[config.mk]
export PLATFORM = sky130hd
export DESIGN_NAME = req_capture4
export DESIGN_NICKNAME = d
export VERILOG_FILES = /design/src/rtl/req_pkg.sv /design/src/rtl/sync_edge_det.sv /design/src/rtl/req_capture4.sv
export SDC_FILE = /design/constraint.sdc
export NUM_CORES = 1
export LEC_CHECK = 0
export BUFFER_PORTS_ARGS = -buffer_cell sky130_fd_sc_hd__buf_2
export CAP_MARGIN = 15
export CORE_UTILIZATION = 50
export CTS_BUF_LIST = sky130_fd_sc_hd__clkbuf_4 sky130_fd_sc_hd__clkbuf_8
export DETAILED_ROUTE_END_ITERATION = 6
export HOLD_SLACK_MARGIN = 0.02
export PLACE_DENSITY = 0.77
export SETUP_SLACK_MARGIN = 0.2
export SYNTH_ARGS = -nofsm -noshare
export SYNTH_HDL_FRONTEND = slang
export SYNTH_SLANG_ARGS = --single-unit
[constraint.sdc]
create_clock -name clk -period 2.7 [get_ports clk]
set_input_delay 0.54 -clock clk [delete_from_list [all_inputs] [get_ports clk]]
set_output_delay 0.54 -clock clk [all_outputs]
set_load 0.1 [all_outputs]
[src/rtl/req_pkg.sv]
// req_pkg: shared request-vector types and sizes for the capture stage and encoder wrapper
package req_pkg;
  localparam int NUM_REQ = 4;
  localparam int IDX_W = 2;
  typedef logic [NUM_REQ-1:0] req_vec_t;
endpackage

[src/rtl/sync_edge_det.sv]
// sync_edge_det: multi-flop synchroniser plus history flop producing a one-cycle rising-edge pulse
module sync_edge_det #(
  parameter int SYNC_STAGES = 2
) (
  input  logic clk,
  input  logic rst,
  input  logic din,
  output logic rise
);
  logic [SYNC_STAGES-1:0] sync;
  logic hist;
  always_ff @(posedge clk or posedge rst)
    if (rst) begin
      sync <= '0;
      hist <= 1'b0;
    end else begin
      sync <= {sync[SYNC_STAGES-2:0], din};
      hist <= sync[SYNC_STAGES-1];
    end
  assign rise = sync[SYNC_STAGES-1] & ~hist;
endmodule

[src/rtl/req_capture4.sv]
// req_capture4: captures rising edges on four async request lines as sticky, maskable pending bits
module req_capture4
  import req_pkg::*;
#(
  parameter int SYNC_STAGES = 2
) (
  input  logic             clk,
  input  logic             rst,
  input  req_vec_t         req_in,
  input  logic             mask_wr,
  input  req_vec_t         mask_din,
  input  logic             ack,
  input  logic [IDX_W-1:0] ack_idx,
  input  logic             clr_overrun,
  output req_vec_t         pending,
  output logic             irq,
  output req_vec_t         overrun,
  output logic             ack_err
);
  req_vec_t rise, raw_pend, mask, ack_hit;
  for (genvar i = 0; i < NUM_REQ; i++) begin : g_sync
    sync_edge_det #(.SYNC_STAGES(SYNC_STAGES)) u_sync (
      .clk(clk), .rst(rst), .din(req_in[i]), .rise(rise[i])
    );
  end
  // an ack on a non-pending line clears nothing, so it needs no extra gating
  assign ack_hit = ack ? req_vec_t'(1) << ack_idx : '0;
  always_ff @(posedge clk or posedge rst)
    if (rst) begin
      raw_pend <= '0;
      mask     <= '0;
      overrun  <= '0;
      ack_err  <= 1'b0;
    end else begin
      raw_pend <= rise | (raw_pend & ~ack_hit);
      overrun  <= (rise & raw_pend & ~ack_hit) | (clr_overrun ? '0 : overrun);
      mask     <= mask_wr ? mask_din : mask;
      ack_err  <= ack & ~raw_pend[ack_idx];
    end
  assign pending = raw_pend & ~mask;
  assign irq = |pending;
endmodule

# Word-level counts from Yosys, hierarchy flattened
# Index checks and enable logic that the tools add are counted.
totals:
  ff_bits: 25
  inputBits: 15
  out_inout_bits: 10
  elab_cells: 37
op_classes:
  n_lt_le_gt_ge: 1
  shifts: 1
  muxes: 4
  n_bitwise: 18
  reduce_logical: 1
op_table:
  columns: ["op", "n"]
  rows:
  - ["$and A4 B4 Y4", 4]
  - ["$mux W4", 2]
  - ["$not A4 Y4", 2]
  - ["$or A4 B4 Y4", 2]
  - ["$and A1 B1 Y1", 5]
  - ["$not A1 Y1", 5]
  - ["$reduce_or A4 Y1", 1]
  - ["$shl A1 B2 Y4 const A", 1]
  - ["$lt A2 B3 Y1 const B", 1]
  - ["$bmux W1 S2", 1]
  - ["$mux W1", 1]

# Logic depth before layout (Yosys ltp)
# Gate-level depths: netlist of the first run.
logic_depth:
  depth_word: 5
  ltp_mapped: 2
  ltp_nobuf: 2

# Hierarchy
# A second synthesis of the first run with hierarchy kept.
hier_totals:
  hier_cells: 60
  area_unflattened_um2: 932.1
by_module_without_submodules:
  columns: ["mod", "instances", "cells_per_inst", "area_each_um2", "seq_area_each_um2"]
  rows:
  - ["req_capture4", 1, 40, 561.8, 325.3]
  - ["sync_edge_det", 4, 5, 92.6, 75.1]

# Worst setup path after synthesis of the first run
# Ideal clock, no wire load.
synth_path:
  path_kind: "reg2out"
  start: "register mask[1]"
  end: "output port irq"
  arrival_time_ps: 2578
  required_time_ps: 2160
  setup_slack_ps: -418
  stages_incl_launch_ff: 3
  path_buffers: 0
  path_cell_list: "dfrtp_1 -> nor2b_1 -> or4_1"
synth_via:
  elab_chain_cells: 3
synth_rtl:
  columns: ["item", "line", "rtl"]
  rows:
  - ["start: declaration", "req_capture4.sv:20", "req_vec_t rise, raw_pend, mask, ack_hit;"]
  - ["start signal: assignment", "req_capture4.sv:37", "mask <= mask_wr ? mask_din : mask;"]
  - ["$not A4 Y4", "req_capture4.sv:40", "assign pending = raw_pend & ~mask;"]
  - ["$and A4 B4 Y4", "req_capture4.sv:40", null]
  - ["via pending[1]", "req_capture4.sv:15", "output req_vec_t pending,"]
  - ["$reduce_or A4 Y1", "req_capture4.sv:41", "assign irq = |pending;"]
  - ["end: declaration", "req_capture4.sv:16", "output logic irq,"]
# The timed path passes the listed nets, and every way through them passes these cells.

# Final worst setup path of the first run
layout_path:
  start: "register raw_pend[3]"
  end: "output port irq"
layout_via:
  elab_chain_cells: 2
layout_rtl:
  columns: ["item", "line", "rtl"]
  rows:
  - ["start: declaration", "req_capture4.sv:20", null]
  - ["start signal: assignment", "req_capture4.sv:35", "raw_pend <= rise | (raw_pend & ~ack_hit);"]
  - ["$and A4 B4 Y4", "req_capture4.sv:40", null]
  - ["$reduce_or A4 Y1", "req_capture4.sv:41", null]
# No other way between the ends.

==> results of run 1 <==
## stage by stage
stage | power [mW] | setup WS, ns | area (µm²) | hold WS, ns | util, %
6_report | 0.808 | 0.485 | 1100 | 0.327 | 64.5
5_1_grt | 0.845 | 0.424 | 1100 | 0.305 | 64.5
4_1_cts | 0.821 | 0.462 | 1100 | 0.314 | 64.5
3_5_place_dp | 0.651 | 0.823 | 1070 | 0.335 | 62.8
3_3_place_gp | 0.649 | 0.855 | 1070 | 0.331 | 62.8
2_1_floorplan | 0.611 | 0.451 | 921 | 0.331 | -
## flip-flops by register name, indices dropped and copies added, names as in the netlist
register            count
g_sync.u_sync.sync      8
ack_err                 1
mask                    4
overrun                 4
g_sync.u_sync.hist      4
raw_pend                4
## kinds of logic (layout without fill, tap and decap cells)
kind of cell | count (synthesis) | after routing | synth area share (%)
DFF | 25 | 25 | 69.1
muxes | 5 | 5 | 7.46
and+or+nand+nor | 14 | 14 | 12.3
buffers and inverters | 9 | 37 | 3.73
AOI/OAI and AO/OA | 8 | 8 | 7.46
## layout make-up
class / instances / area [µm²]
Clock buffer: 4 / 30.0
Fill cell: 134 / 606
Inverter: 9 / 33.8
Multi-Input combinational cell: 27 / 262
Sequential cell: 25 / 626
Tap cell: 25 / 31.3
Timing Repair Buffer: 24 / 120
## worst max-delay path, delay by kind of cell, from the launching register on
kind          cells  cell delay, ns
buf+inv           1            0.31
simple gates      2            0.65
flops             1            0.42
## cells in the mapped netlist
library cell	count	area [µm²]
nor2b_1	3	18.8
o41ai_1	3	26.3
nor2b_4	2	27.5
and3b_2	1	10.0
mux2_2	4	45.0
or4_1	1	7.51
dfrtp_1	25	626
mux4_2	1	22.5
and3b_1	1	8.76
o22ai_1	4	25.0
and3_1	1	6.26
o41ai_2	1	16.3
nor3b_1	1	7.51
inv_1	9	33.8
nand2b_1	4	25.0
## worst min path at each step
| stage | slack (ns) | depth (start not counted) | to | from |
|---|---|---|---|---|
| after floorplan | 0.33 | 0 | g_sync[0].u_sync.sync[1]$_DFF_PP0_ | g_sync[0].u_sync.sync[0]$_DFF_PP0_ |
| after global placement | 0.33 | 0 | g_sync[2].u_sync.sync[1]$_DFF_PP0_ | g_sync[2].u_sync.sync[0]$_DFF_PP0_ |
| after detailed placement | 0.33 | 0 | g_sync[0].u_sync.sync[1]$_DFF_PP0_ | g_sync[0].u_sync.sync[0]$_DFF_PP0_ |
| after CTS | 0.31 | 1 | g_sync[2].u_sync.sync[0]$_DFF_PP0_ | req_in[2] |
| after global routing | 0.31 | 1 | g_sync[3].u_sync.sync[0]$_DFF_PP0_ | req_in[3] |
| final | 0.33 | 1 | g_sync[0].u_sync.sync[0]$_DFF_PP0_ | req_in[0] |
## routing by layer
| layer | routed length, µm | vias to the layer above | track usage (%) |
|---|---|---|---|
| met5 | 0 | - | 0 |
| met4 | 0 | 0 | 3.64 |
| met3 | 81 | 0 | 7.76 |
| met2 | 654 | 20 | 25.3 |
| met1 | 601 | 258 | 19.3 |
| li1 | - | 266 | - |
## power by group
part           leakage [nW]  switching, mW  internal, mW  total (mW)
registers             0.292         0.0190         0.404       0.423
clock network        0.0184         0.0976        0.0677       0.165
logic                 0.264          0.169        0.0513       0.220
total                 0.575          0.285         0.523       0.808
==> metrics.yaml, run 1 <==
status: "finished, final reports clean"
yosys_warnings: 0
fmax_mhz: 451
r2r_cells: 2
first_global_vias: 517
grt_pass1_wl_um: 2150
critPathMaxFanout: 3
r2r_start: "raw_pend[3]$_DFF_PP0_"
cts.sinks: 25
wl_per_cell_um: 11.7
synth-seq-cells: 25
cts.clk_slew.worst_paths_ns: 0.12
clock_latency_ns: 0.30
endpoint_kind: "output port"
fin_nets: 105
rsz0062_at_grt: "no"
post-route-min-period_ns: 2.21
fin_worst_skew_ns: 0.00491
synth_area_um2: 906
pwr_density_cell_nw_per_um2: 733
finalSetupViolCount: 0
yosysUniqueCellTypes: 15
ant_nets: 0
syn-num-nets: 76
h-tree-depth: 1
ctsResizeCount: 0
cp-start-kind: "flip-flop"
grt_start_max_net_pins: 26
place_congestion: 0.763
drtIter0Drc: 5
gr-total-overflow: 0
maxCapViolCount: 0
syn-mean-instance-area_um2: 14.9
crit_chain: "nor2b_4 -> or4_1 -> buf_2"
post-route-period-util_pct: 82.0
placedCellCount: 110
slowest_stage: "or4_1"
worst_pin_slew_ns: 0.887
cts_tree: "yes"
place_hpwl_um: 1020
yosysSeqAreaShare_pct: 69.1
clockBufferDepth: 2
final_common_cell: "dfrtp_1"
io_buffer_count: 24
slew_headroom_pct: 40.8
drc_errors: 0
drv_slew: 0
numCtsBuffers: 3
grt_antenna_before_repair: 0
cp.arrival_ns: 1.67
drive_gt1_share_pct: 43.8
area_growth_pct: 21.7
fp.dieArea_um2: 1990
grt_use_total_pct: 15.8
hold_viol: 0
r2r_setup_slack_ns: 1.65
slowest_delay_ns: 0.52
viasPerCell: 4.77
antennaDiodeCount: 0
startpoint: "raw_pend[3]$_DFF_PP0_"
vias: 544
crit_type: "flip-flop to output port"
setup_tns_ns: 0
die_h_um: 44.6
critPathCapture: "irq"
first_pass_iters: 4
initial_core_util_pct: 53.0
core_area_um2: 1710
min_path_type: "primary input to flip-flop"
die_width_um: 44.6
peakVddDrop_v: 0.000502
netlist_instances: 61
rows: 15
drt_wl_total_um: 1340
cts_setup_buffers: 0
required_ns: 2.16
final_cell_mix: "dfrtp_1 (25), buf_2 (24), inv_1 (9)"
reg2reg_to: "ack_err$_DFF_PP0_"
cts_hold_buf: 0
fin_cells: 114
ios: 25
p_leak_nw: 0.575
clockRootBuffer: "clkbuf_4"
Note: power is estimated with default switching activity, not from simulation.
==> inputs of run 2 (changes only) <==
--- a/config.mk
+++ b/config.mk
@@ -7,11 +7,11 @@
 export LEC_CHECK = 0
 export BUFFER_PORTS_ARGS = -buffer_cell sky130_fd_sc_hd__buf_2
 export CAP_MARGIN = 15
-export CORE_UTILIZATION = 50
+export CORE_UTILIZATION = 47
 export CTS_BUF_LIST = sky130_fd_sc_hd__clkbuf_4 sky130_fd_sc_hd__clkbuf_8
 export DETAILED_ROUTE_END_ITERATION = 6
 export HOLD_SLACK_MARGIN = 0.02
-export PLACE_DENSITY = 0.77
+export PLACE_DENSITY = 0.76
 export SETUP_SLACK_MARGIN = 0.2
 export SYNTH_ARGS = -nofsm -noshare
 export SYNTH_HDL_FRONTEND = slang
==> constraint.sdc (replaced) <==
create_clock -name clk -period 1.9 [get_ports clk]
set_input_delay 0.38 -clock clk [delete_from_list [all_inputs] [get_ports clk]]
set_output_delay 0.38 -clock clk [all_outputs]
set_load 0.1 [all_outputs]
==> run 2 against run 1 <==
  * The flow now finishes with violations (setup timing)
  * First-iteration DRC count fell by 40%
  * Die area rose by 6.1%
  * Hold slack got worse by 0.26 ns
  * Critical endpoint unchanged
  * Total power rose by 46%
==> metrics.yaml, run 2 (synthesis results as in run 1) <==
r2r_start: "raw_pend[3]$_DFF_PP0_"  # unchanged
cp.arrival_ns: 1.61  # was 1.67 ns
placedCellCount: 111  # was 110
grt_start_max_net_pins: 26  # unchanged
fin_util_pct: 65.5  # was 64.5%
cts_tree: "yes"  # unchanged
fin_worst_skew_ns: 0.00215  # was 0.00491 ns
peakVddDrop_v: 0.000609  # was 0.000502 V
r2r_cells: 4  # was 2
critPathMaxFanout: 2  # was 3
ant_nets: 0  # unchanged
maxCapViolCount: 0  # unchanged
worst_hold_slack_ns: 0.0706  # was 0.327 ns
first_pass_iters: 2  # was 4
crit_chain: "nor2b_4 -> or4_4 -> buf_12"  # was nor2b_4 -> or4_1 -> buf_2
vias: 586  # was 544
fmax_mhz: 503
clockBufferDepth: 2  # unchanged
slew_headroom_pct: 67.9  # was 40.8%
clockRootBuffer: "clkbuf_4"  # unchanged
p_leak_nw: 0.598  # was 0.575 nW
wl_per_cell_um: 13.2  # was 11.7 µm
rows: 15  # unchanged
grt_antenna_before_repair: 0  # unchanged
place_hpwl_um: 1170  # was 1020 µm
numCtsBuffers: 3  # unchanged
drt_wl_total_um: 1560  # was 1340 µm
rsz0062_at_grt: "yes"  # was no
min_path_type: "primary input to asynchronous set/reset pin"  # was primary input to flip-flop
layout_setup_ws_ns: -0.0862  # was 0.485 ns
first_global_vias: 548  # was 517
r2r_setup_slack_ns: 0.56  # was 1.65 ns
gr-total-overflow: 0  # unchanged
grt_use_total_pct: 17.4  # was 15.8%
use_met1_pct: 24.2  # was 19.3%
post-route-min-period_ns: 1.99
cts_hold_buf: 0  # unchanged
grt_most_used_layer: "met2"  # unchanged
fin_nets: 109  # was 105
grt.met2_usage_pct: 25.9  # was 25.3%
die_h_um: 45.9  # was 44.6 µm
core_area_um2: 1760  # was 1710 µm²
final_cell_mix: "dfrtp_1 (25), buf_2 (21), inv_1 (9)"  # was dfrtp_1 (25), buf_2 (24), inv_1 (9)
drtIter0Drc: 3  # was 5
fp.dieArea_um2: 2110  # was 1990 µm²
largest_reg_flops: 8  # unchanged
pwr_density_cell_nw_per_um2: 1020  # was 733 nW/µm²
die_width_um: 45.9  # was 44.6 µm
status: "complete, but fails checks"  # was finished, final reports clean
drive_gt1_share_pct: 47.3  # was 43.8%
regMostFlops: "g_sync.u_sync.sync"  # unchanged
drc_errors: 0  # unchanged
initial_core_util_pct: 51.3  # was 53.0%
slowest_delay_ns: 0.54  # was 0.52 ns
ios: 25  # unchanged
cts.clk_slew.worst_paths_ns: 0.13  # was 0.12 ns
io_buffer_count: 24  # unchanged
clock_latency_ns: 0.32  # was 0.30 ns
h-tree-depth: 1  # unchanged
slowest_stage: "or4_4"  # was or4_1
violations: "setup timing"
endpoint_kind: "output port"  # unchanged
post-route-period-util_pct: 105
final_common_cell: "dfrtp_1"  # unchanged
cp-start-kind: "flip-flop"  # unchanged
drv_slew: 0  # unchanged
hold_viol: 0  # unchanged
finalSetupViolCount: 1  # was 0
viasPerCell: 4.97  # was 4.77
cts.sinks: 25  # unchanged
antennaDiodeCount: 0  # unchanged
p_total_mw: 1.18  # was 808 µW
reg2reg_to: "ack_err$_DFF_PP0_"  # unchanged
place_congestion: 0.766  # was 0.763
required_ns: 1.52  # was 2.16 ns
met3_usage_pct: 5.95  # was 7.76%
worst_pin_slew_ns: 0.485  # was 0.887 ns
area_growth_pct: 27.6  # was 21.7%
fin_cells: 118  # was 114
grt_pass1_wl_um: 2450  # was 2150 µm
crit_type: "flip-flop to output port"  # unchanged
## run 2: worst max-delay path, delay by kind of cell (launching register included)
family / cells / cell delay [ns]
buf+inv: 1 / 0.18
simple gates: 2 / 0.68
flops: 1 / 0.42
## run 2: metrics by stage
stage	area, µm²	worst slack, ns	setup TNS [ns]
2_1_floorplan	925	0.177	0
3_3_place_gp	1080	0.216	0
3_5_place_dp	1080	0.189	0
4_1_cts	1150	-0.0737	-0.0737
5_1_grt	1160	-0.120	-0.120
6_report	1160	-0.0862	-0.0862
## run 2: layout make-up
type,instances,area (µm²)
clock buffers,3,22.5
clock inverters,1,7.51
fillers,152,608
inverters,9,33.8
multi-input cells,27,265
flip-flops and latches,25,626
well taps,25,31.3
repair buffers,28,170
## run 2: routing by layer
layer	part of all wire (%)	routed length, µm
met3	4.7	74
met1	43	678
met5	0	0
met4	0.51	8
met2	51	799
## run 2: timing repair
action                                  4_1_cts  5_1_grt
pin swaps                                     1        0
endpoints found under the setup margin        3        4
resized for setup                             5        1
setup buffers                                 2        1
## run 2: worst max path at each step
stage / from / end / slack (ns) / depth (start not counted)
floorplan: mask[2]$_DFFE_PP0P_ / irq / 0.18 / 2
global placement: raw_pend[2]$_DFF_PP0_ / irq / 0.22 / 3
detailed placement: raw_pend[2]$_DFF_PP0_ / irq / 0.19 / 3
CTS: raw_pend[3]$_DFF_PP0_ / irq / -0.07 / 3
global route: raw_pend[3]$_DFF_PP0_ / irq / -0.12 / 3
finish: raw_pend[3]$_DFF_PP0_ / irq / -0.09 / 3
## run 2: power by group
| group | total (mW) | switching (mW) | internal [mW] |
|---|---|---|---|
| clock network | 0.235 | 0.154 | 0.0805 |
| logic | 0.344 | 0.248 | 0.0964 |
| registers | 0.601 | 0.0272 | 0.574 |
| total | 1.18 | 0.429 | 0.751 |
